[config.mk]
export PLATFORM = sky130hd
export DESIGN_NAME = res_to_bcd_flat
export DESIGN_NICKNAME = d
export VERILOG_FILES = /design/src/rtl/res_to_bcd_pkg.sv /design/src/rtl/res_to_bcd_if.sv /design/src/rtl/bcd_add3_shift.sv /design/src/rtl/res_to_bcd.sv /design/src/flat_wrapper.sv
export SDC_FILE = /design/constraint.sdc
export NUM_CORES = 1
export LEC_CHECK = 0
export BUFFER_PORTS_ARGS = -buffer_cell sky130_fd_sc_hd__buf_2
export CORE_ASPECT_RATIO = 0.8
export CORE_UTILIZATION = 54
export CTS_BUF_LIST = sky130_fd_sc_hd__clkbuf_16
export CTS_CLUSTER_SIZE = 30
export DETAILED_ROUTE_END_ITERATION = 16
export PLACE_DENSITY = 0.77
export RECOVER_POWER = 100
export SKIP_CTS_REPAIR_TIMING = 1
export SYNTH_ARGS = -nofsm -noshare
export SYNTH_HDL_FRONTEND = slang
export SYNTH_SLANG_ARGS = --single-unit
[constraint.sdc]
create_clock -name CLK -period 2.1 [get_ports CLK]
set_clock_uncertainty 0.15 [all_clocks]
set_input_delay 0.105 -clock CLK [delete_from_list [all_inputs] [get_ports CLK]]
set_output_delay 0.105 -clock CLK [all_outputs]
set_load 0.005 [all_outputs]
[src/rtl/res_to_bcd_pkg.sv]
// Shared types and constants for the result-to-BCD converter.
// Latency: n/a (declarations only).
// Backpressure: n/a.
package res_to_bcd_pkg;

  typedef enum logic [1:0] {
    IDLE = 2'd0,
    INT  = 2'd1,
    FRAC = 2'd2,
    DONE = 2'd3
  } state_t;

  localparam logic [3:0] SIGN_NEG = 4'hA;
  localparam logic [3:0] SIGN_POS = 4'h0;
  localparam logic [3:0] BLANK    = 4'hF;

  // Sign nibble plus 14 value digits.
  localparam int NDIGITS     = 15;
  localparam int FRAC_DIGITS = 4;

endpackage

[src/rtl/res_to_bcd_if.sv]
// Request/result bundle between the ALU result register and the BCD converter.
// Latency: n/a (wires only).
// Backpressure: none; i_ce is a start strobe, done/o_bcd are level outputs.
// Ports: i_val (M), i_ce, is_fixed, is_signed from master; done, o_bcd (BCD_WIDTH) from slave.
interface res_to_bcd_if #(
  parameter int M         = 24,
  parameter int BCD_WIDTH = 60
) ();

  logic [M-1:0]         i_val;
  logic                 i_ce;
  logic                 is_fixed;
  logic                 is_signed;
  logic                 done;
  logic [BCD_WIDTH-1:0] o_bcd;

  modport master (
    output i_val, i_ce, is_fixed, is_signed,
    input  done, o_bcd
  );

  modport slave (
    input  i_val, i_ce, is_fixed, is_signed,
    output done, o_bcd
  );

endinterface

[src/rtl/bcd_add3_shift.sv]
// One double-dabble step: add 3 to every digit >= 5, then shift left one bit taking bit_in.
// Latency: combinational.
// Backpressure: none.
// Ports: din (14 BCD digits), bit_in (next binary bit, MSB first), dout (updated digits).
module bcd_add3_shift
  import res_to_bcd_pkg::*;
(
  input  logic [4*(NDIGITS-1)-1:0] din,
  input  logic                     bit_in,
  output logic [4*(NDIGITS-1)-1:0] dout
);

  localparam int W = 4*(NDIGITS-1);

  logic [W-1:0] adj;

  always_comb begin
    adj = din;
    for (int i = 0; i < NDIGITS-1; i++) begin
      if (din[4*i +: 4] >= 4'd5) begin
        adj[4*i +: 4] = din[4*i +: 4] + 4'd3;
      end
    end
    // The top digit never overflows because the magnitude is range-limited,
    // so the bit shifted out is always zero.
    dout = (adj << 1) | W'(bit_in);
  end

endmodule

[src/rtl/res_to_bcd.sv]
// Converts a signed/unsigned integer or fixed-point result into 15-nibble packed BCD (sign + 14 digits).
// Latency: done/o_bcd registered M+1 cycles after start (integer) or M-I_FRAC+FRAC_DIGITS+1 (fixed).
// Backpressure: none; i_ce only accepted in IDLE/DONE, ignored while converting.
// Ports: CLK, RST (sync active-low), bus (res_to_bcd_if.slave: i_val, i_ce, is_fixed, is_signed, done, o_bcd).
// Build option: define RES_TO_BCD_BLANK_EN to blank leading integer zeros and the positive sign with 4'hF.
module res_to_bcd
  import res_to_bcd_pkg::*;
#(
  parameter int M         = 24,
  parameter int I_FRAC    = 8,
  parameter int BCD_WIDTH = 60
) (
  input  logic          CLK,
  input  logic          RST,
  res_to_bcd_if.slave   bus
);

  localparam int IDW = 4*(NDIGITS-1);   // integer/value digit field
  localparam int FDW = 4*FRAC_DIGITS;   // fraction digit field
  localparam int FW  = I_FRAC + 4;      // fraction times ten
  localparam int CW  = $clog2(M + 1);   // step counter

  if (BCD_WIDTH != 4*NDIGITS || M > 46 || I_FRAC < 1 || I_FRAC >= M || M - I_FRAC > 33) begin : g_param_err
    $error("res_to_bcd: illegal parameter combination");
  end

  state_t                 state_q, state_d;
  logic                   fixed_q, fixed_d;
  logic                   neg_q, neg_d;
  logic [M-1:0]           sh_q, sh_d;        // magnitude bits still to feed, MSB first
  logic [IDW-1:0]         dig_q, dig_d;      // double-dabble accumulator
  logic [I_FRAC-1:0]      frac_q, frac_d;    // remaining binary fraction
  logic [FDW-1:0]         fd_q, fd_d;        // fraction digits, first digit ends up MS
  logic [CW-1:0]          cnt_q, cnt_d;
  logic                   done_q, done_d;
  logic [BCD_WIDTH-1:0]   bcd_q, bcd_d;

  logic                   neg_in;
  logic [M-1:0]           mag_in;
  logic [CW-1:0]          n_int;
  logic [IDW-1:0]         dig_sh;
  logic [FW-1:0]          prod;
  logic [IDW-1:0]         res_dig;
  logic [3:0]             res_sign;

  // Two's-complement negate in M bits; the most negative value lands on 2^(M-1) unsigned.
  assign neg_in = bus.is_signed & bus.i_val[M-1];
  assign mag_in = neg_in ? -bus.i_val : bus.i_val;

  assign n_int  = fixed_q ? CW'(M - I_FRAC) : CW'(M);
  assign prod   = (FW'(frac_q) << 3) + (FW'(frac_q) << 1);

  bcd_add3_shift u_add3 (
    .din    (dig_q),
    .bit_in (sh_q[M-1]),
    .dout   (dig_sh)
  );

  // Final digit layout and optional leading-zero blanking, evaluated in the completion cycle.
  always_comb begin
    int  lo;
    logic lead;
    res_dig  = fixed_q ? {dig_q[IDW-FDW-1:0], fd_q} : dig_q;
    res_sign = neg_q ? SIGN_NEG : SIGN_POS;
    lo       = fixed_q ? FRAC_DIGITS : 0;
    lead     = 1'b1;
`ifdef RES_TO_BCD_BLANK_EN
    // Walk the integer field from its top digit down, stopping above the units digit.
    for (int i = NDIGITS-2; i > 0; i--) begin
      if (i > lo) begin
        if (lead && res_dig[4*i +: 4] == 4'd0) begin
          res_dig[4*i +: 4] = BLANK;
        end else begin
          lead = 1'b0;
        end
      end
    end
    res_sign = neg_q ? SIGN_NEG : BLANK;
`else
    if (lead && lo < 0) begin
      res_sign = BLANK;
    end
`endif
  end

  always_comb begin
    state_d = state_q;
    fixed_d = fixed_q;
    neg_d   = neg_q;
    sh_d    = sh_q;
    dig_d   = dig_q;
    frac_d  = frac_q;
    fd_d    = fd_q;
    cnt_d   = cnt_q;
    done_d  = done_q;
    bcd_d   = bcd_q;

    case (state_q)
      IDLE, DONE: begin
        if (bus.i_ce) begin
          state_d = INT;
          fixed_d = bus.is_fixed;
          neg_d   = neg_in;
          // Fixed mode feeds only the integer bits, left-aligned so the MSB goes first.
          sh_d    = bus.is_fixed ? {mag_in[M-1:I_FRAC], {I_FRAC{1'b0}}} : mag_in;
          frac_d  = mag_in[I_FRAC-1:0];
          dig_d   = '0;
          fd_d    = '0;
          cnt_d   = '0;
          done_d  = 1'b0;
        end
      end
      INT: begin
        if (cnt_q < n_int) begin
          dig_d = dig_sh;
          sh_d  = sh_q << 1;
          cnt_d = cnt_q + CW'(1);
          if (fixed_q && cnt_q == n_int - CW'(1)) begin
            state_d = FRAC;
            cnt_d   = '0;
          end
        end else begin
          bcd_d   = {res_sign, res_dig};
          done_d  = 1'b1;
          state_d = DONE;
        end
      end
      FRAC: begin
        if (cnt_q < CW'(FRAC_DIGITS)) begin
          // Truncating decimal expansion: integer part of f*10 is the next digit.
          fd_d   = {fd_q[FDW-5:0], prod[FW-1:I_FRAC]};
          frac_d = prod[I_FRAC-1:0];
          cnt_d  = cnt_q + CW'(1);
        end else begin
          bcd_d   = {res_sign, res_dig};
          done_d  = 1'b1;
          state_d = DONE;
        end
      end
      default: state_d = IDLE;
    endcase
  end

  always_ff @(posedge CLK) begin
    if (!RST) begin
      state_q <= IDLE;
      fixed_q <= 1'b0;
      neg_q   <= 1'b0;
      sh_q    <= '0;
      dig_q   <= '0;
      frac_q  <= '0;
      fd_q    <= '0;
      cnt_q   <= '0;
      done_q  <= 1'b0;
      bcd_q   <= '0;
    end else begin
      state_q <= state_d;
      fixed_q <= fixed_d;
      neg_q   <= neg_d;
      sh_q    <= sh_d;
      dig_q   <= dig_d;
      frac_q  <= frac_d;
      fd_q    <= fd_d;
      cnt_q   <= cnt_d;
      done_q  <= done_d;
      bcd_q   <= bcd_d;
    end
  end

  assign bus.done  = done_q;
  assign bus.o_bcd = bcd_q;

endmodule

[src/flat_wrapper.sv]
// flat-port wrapper written by rule: the top's interface ports become plain ports
module res_to_bcd_flat import res_to_bcd_pkg::*;
#(
  parameter int M         = 24,
  parameter int I_FRAC    = 8,
  parameter int BCD_WIDTH = 60
)
  (CLK, RST, bus_i_val, bus_i_ce, bus_is_fixed, bus_is_signed, bus_done, bus_o_bcd);
  res_to_bcd_if #(.M(M), .BCD_WIDTH(BCD_WIDTH)) bus_i ();
  input  logic CLK;
  input  logic RST;
  input wire logic [$bits(bus_i.i_val)-1:0] bus_i_val;
  input wire logic [$bits(bus_i.i_ce)-1:0] bus_i_ce;
  input wire logic [$bits(bus_i.is_fixed)-1:0] bus_is_fixed;
  input wire logic [$bits(bus_i.is_signed)-1:0] bus_is_signed;
  output wire logic [$bits(bus_i.done)-1:0] bus_done;
  output wire logic [$bits(bus_i.o_bcd)-1:0] bus_o_bcd;
  assign bus_i.i_val = bus_i_val;
  assign bus_i.i_ce = bus_i_ce;
  assign bus_i.is_fixed = bus_is_fixed;
  assign bus_i.is_signed = bus_is_signed;
  assign bus_done = bus_i.done;
  assign bus_o_bcd = bus_i.o_bcd;
  res_to_bcd #(.M(M), .I_FRAC(I_FRAC), .BCD_WIDTH(BCD_WIDTH)) u_core (.CLK(CLK), .RST(RST), .bus(bus_i));
endmodule
==> run_results.csv <==
group,metric,value,unit
floorplan,die_h,117.2,um
grt,grt_pass1_wl,37690,um
setup_path,cp_slowest_cell,"dfxtp_4",
power,ir_drop,0.5670,mV
timing,timing.final.ws_setup,-0.01355,ns
setup_path,startpoint,"u_core.state_q[1]",
floorplan,die_w,145.9,um
setup_path,critPathMaxFanout,11,
power,p_total,12.94,mW
setup_path,start_kind,"flop",
layout,fin_area,10960,sq um
layout,final_cell_mix,"dfxtp_1 (168), nor2_1 (110), a21oi_1 (76)",
synth,syn_area,8951,sq um
clocking,cts-buffers-inserted,17,
clocking,clk-insertion-delay-late,0.43,ns
place,dp_cells,1328,
floorplan,fp.coreArea,16010,sq um
timing,grt_setup_unrepaired,"yes",
route,drt_pass1_iterations,6,
clocking,max-clock-path-buffers,2,
hold_path,hold_path_class,"input port to flop",
outcome,outcome,"finished with violations",
setup_path,worst-path-buf-inv,4,
layout,areaGrowthSynthToFinish,22.44,%
setup_path,critPathRequiredTime,2.25,ns
power,p_leak,4.265,nW
timing,whs,-0.01388,ns
outcome,violations,"hold timing, setup timing",
setup_path,r2r-end,"u_core.dig_q[17]",
route,routed_wl,25520,um
place,portBuffers,87,
setup_path,crit_top_cell,"buf_4",
place,place_area,9821,sq um
synth,ys.warnings.count,0,
setup_path,rr_startpoint,"u_core.state_q[1]",
grt,grt-ovfl-total,0,
route,drc_errors,0,
synth,yosysSeqAreaShare,38.24,%
clocking,cts_sinks,171,
floorplan,initial_core_util,55.93,%
route,vias,8579,
layout,fin_nets,1238,
setup_path,cp_slowest_stage_delay,0.38,ns
synth,ys.flop_type,"dfxtp_1",
place,gp_congestion,0.9071,
synth,synth_cell_types,60,
place,pre_cts_slack,-0.0001632,ns
timing,drv_slew,0,
setup_path,cp.arrival,2.26,ns
setup_path,rrSetupSlack,-0.01,ns
floorplan,pin_count,90,
timing,min_period,2.114,ns
clocking,cts_root_buf,"clkbuf_16",
route,antenna_left,0,
timing,worst_pin_slew,0.5901,ns
timing,setup_viol,2,
timing,timing.fmax,473.1,MHz
place,dp_hpwl,15350,um
clocking,cts_tree,"built",
timing,relSlewSlack,60.30,%
clocking,path_clk_slew,0.07,ns
grt,grt_use_total,27.35,%
floorplan,rows,41,
layout,drive_gt1_share,15.82,%
setup_path,cp.depth,9,
timing,fin_crit_sh,100.6,%
grt,grt_max_degree,122,
synth,synth-async-reset-ratio,0,%
clocking,cts-htree-levels,4,
layout,final_common_cell,"dfxtp_1",
synth,synth-edff-count,0,
grt,grt_pass1_vias,7418,
setup_path,end_kind,"flop",
setup_path,crit_end,"u_core.dig_q[17]",
setup_path,crit_family,"buffers and inverters",
synth,synth_area_per_cell,8.476,sq um
floorplan,die_area,17100,sq um
power,cellPowerDensity,1181,nW/um^2
route,vias_per_cell,6.141,
grt,antenna_found_initial,0,
route,drt-initial-drc-count,968,
layout,fin_cells,1397,
flow_run,maxCapViolations,0,
synth,syn_inst,1056,
setup_path,crit_type,"flop to flop",
synth,synth-seq-cells,171,
layout,antenna_cells,0,
timing,hold_viol,1,
route,wl_per_cell,18.27,um
layout,nFillCells,1279,
setup_path,reg2reg_depth,9,
setup_path,worstPathCellList,"inv_4, ha_4, nand3b_1, o211ai_1, buf_4, buf_4, clkbuf_16, a22oi_1, nor2_1",
where the power goes:
part / total, mW / leakage, nW / switching [mW] / internal (mW)
Clock: 3.16 / 0.286 / 1.31 / 1.85
Sequential: 4.17 / 1.39 / 0.367 / 3.81
Combinational: 5.61 / 2.58 / 3.09 / 2.52
per-stage QoR:
stage,util [%],TNS [ns]
3_3_place_gp,61.36,0
2_1_floorplan,-,0
5_1_grt,68.47,-2.578
6_report,68.47,-0.01620
3_5_place_dp,61.36,-0.0002769
4_1_cts,64.99,-0.1342
worst min-delay path: stages:
cell and delay [ns]:
buf_2 0.12, a31oi_1 0.09, nor2_1 0.12, o41ai_2 0.09
state kept, by name (all words and copies together) (netlist names):
signal            flops
u_core.bus.o_bcd     57
u_core.dig_q         56
u_core.sh_q          24
u_core.fd_q          16
u_core.frac_q         8
u_core.cnt_q          5
u_core.state_q        2
u_core.bus.done       1
u_core.fixed_q        1
u_core.neg_q          1
routing by layer:
metal  share of wire, %  vias to the layer above  global-route usage [%]  wire [um]
met3                7.6                       42                   5.000       1943
li1                   -                     4088                       -          -
met1                 46                     4075                   37.84      11610
met2                 45                      374                   43.41      11530
met5                  0                        -                       0          0
met4                1.7                        0                   8.842        433
cells by family (layout without fill, tap and decap cells):
logic type,after synthesis,after routing,share of synthesized area (%)
other,1,2,0.04189
AOI/OAI and AO/OA,330,330,25.38
muxes,50,50,5.731
buffers and inverters,119,244,5.326
and+or+nand+nor,312,312,16.37
xor gates and xnor gates,33,33,3.229
adders and majority gates,40,40,5.675
DFF,171,171,38.24
cells in the mapped netlist, drive strengths merged (2+ instances only):
library cell	instances	area share, %
nand3b	3	0.25
or4	5	0.50
o21a	2	0.17
nor4	5	0.35
o41ai	3	0.38
clkbuf	60	2.6
dfxtp	171	38
a2bb2oi	11	1.1
nand2	64	2.7
o21ai	49	2.7
nand4	4	0.28
nor3b	2	0.22
nand3	40	2.2
a21o	5	0.42
a22oi	32	2.7
o21bai	2	0.17
and3	9	0.63
mux2i	40	4.5
o22ai	6	0.42
a21oi	79	4.4
a31oi	3	0.21
ha	39	5.5
a31o	3	0.29
or3	5	0.35
a211oi	32	2.7
o211ai	45	3.8
o221ai	3	0.29
o311ai	2	0.20
nor2	111	4.7
o211a	29	3.2
a311oi	2	0.20
mux2	10	1.3
nor3	34	1.9
inv	39	1.6
nand4b	4	0.39
xnor2	22	2.2
o31ai	13	1.1
buf	19	1.1
xor2	11	1.1
a221oi	5	0.49
nand2b	21	1.5
area by class of cell:
class | count | area [sq um] | share of cell area [%]
clock inverters | 15 | 156.4 | 1.427
multi-input cells | 767 | 5181 | 47.28
well taps | 215 | 269.0 | 2.455
inverters | 40 | 156.4 | 1.427
flip-flops and latches | 171 | 3435 | 31.34
clock buffers | 17 | 425.4 | 3.882
repair buffers | 172 | 1336 | 12.19
how the worst min path moves through the flow:
stage	to	depth (start not counted)	slack, ns	start
final	u_core.sh_q[11]	4	-0.01	bus_i_val[11]
after global routing	u_core.sh_q[11]	4	0.001	bus_i_val[11]
after CTS	u_core.sh_q[23]	2	-0.27	bus_is_signed
after detailed placement	u_core.sh_q[23]	2	0.19	bus_is_signed
after global placement	u_core.sh_q[23]	2	0.19	bus_is_signed
after floorplan	u_core.sh_q[23]	1	0.06	bus_is_signed
(Power assumes the default switching activity.)
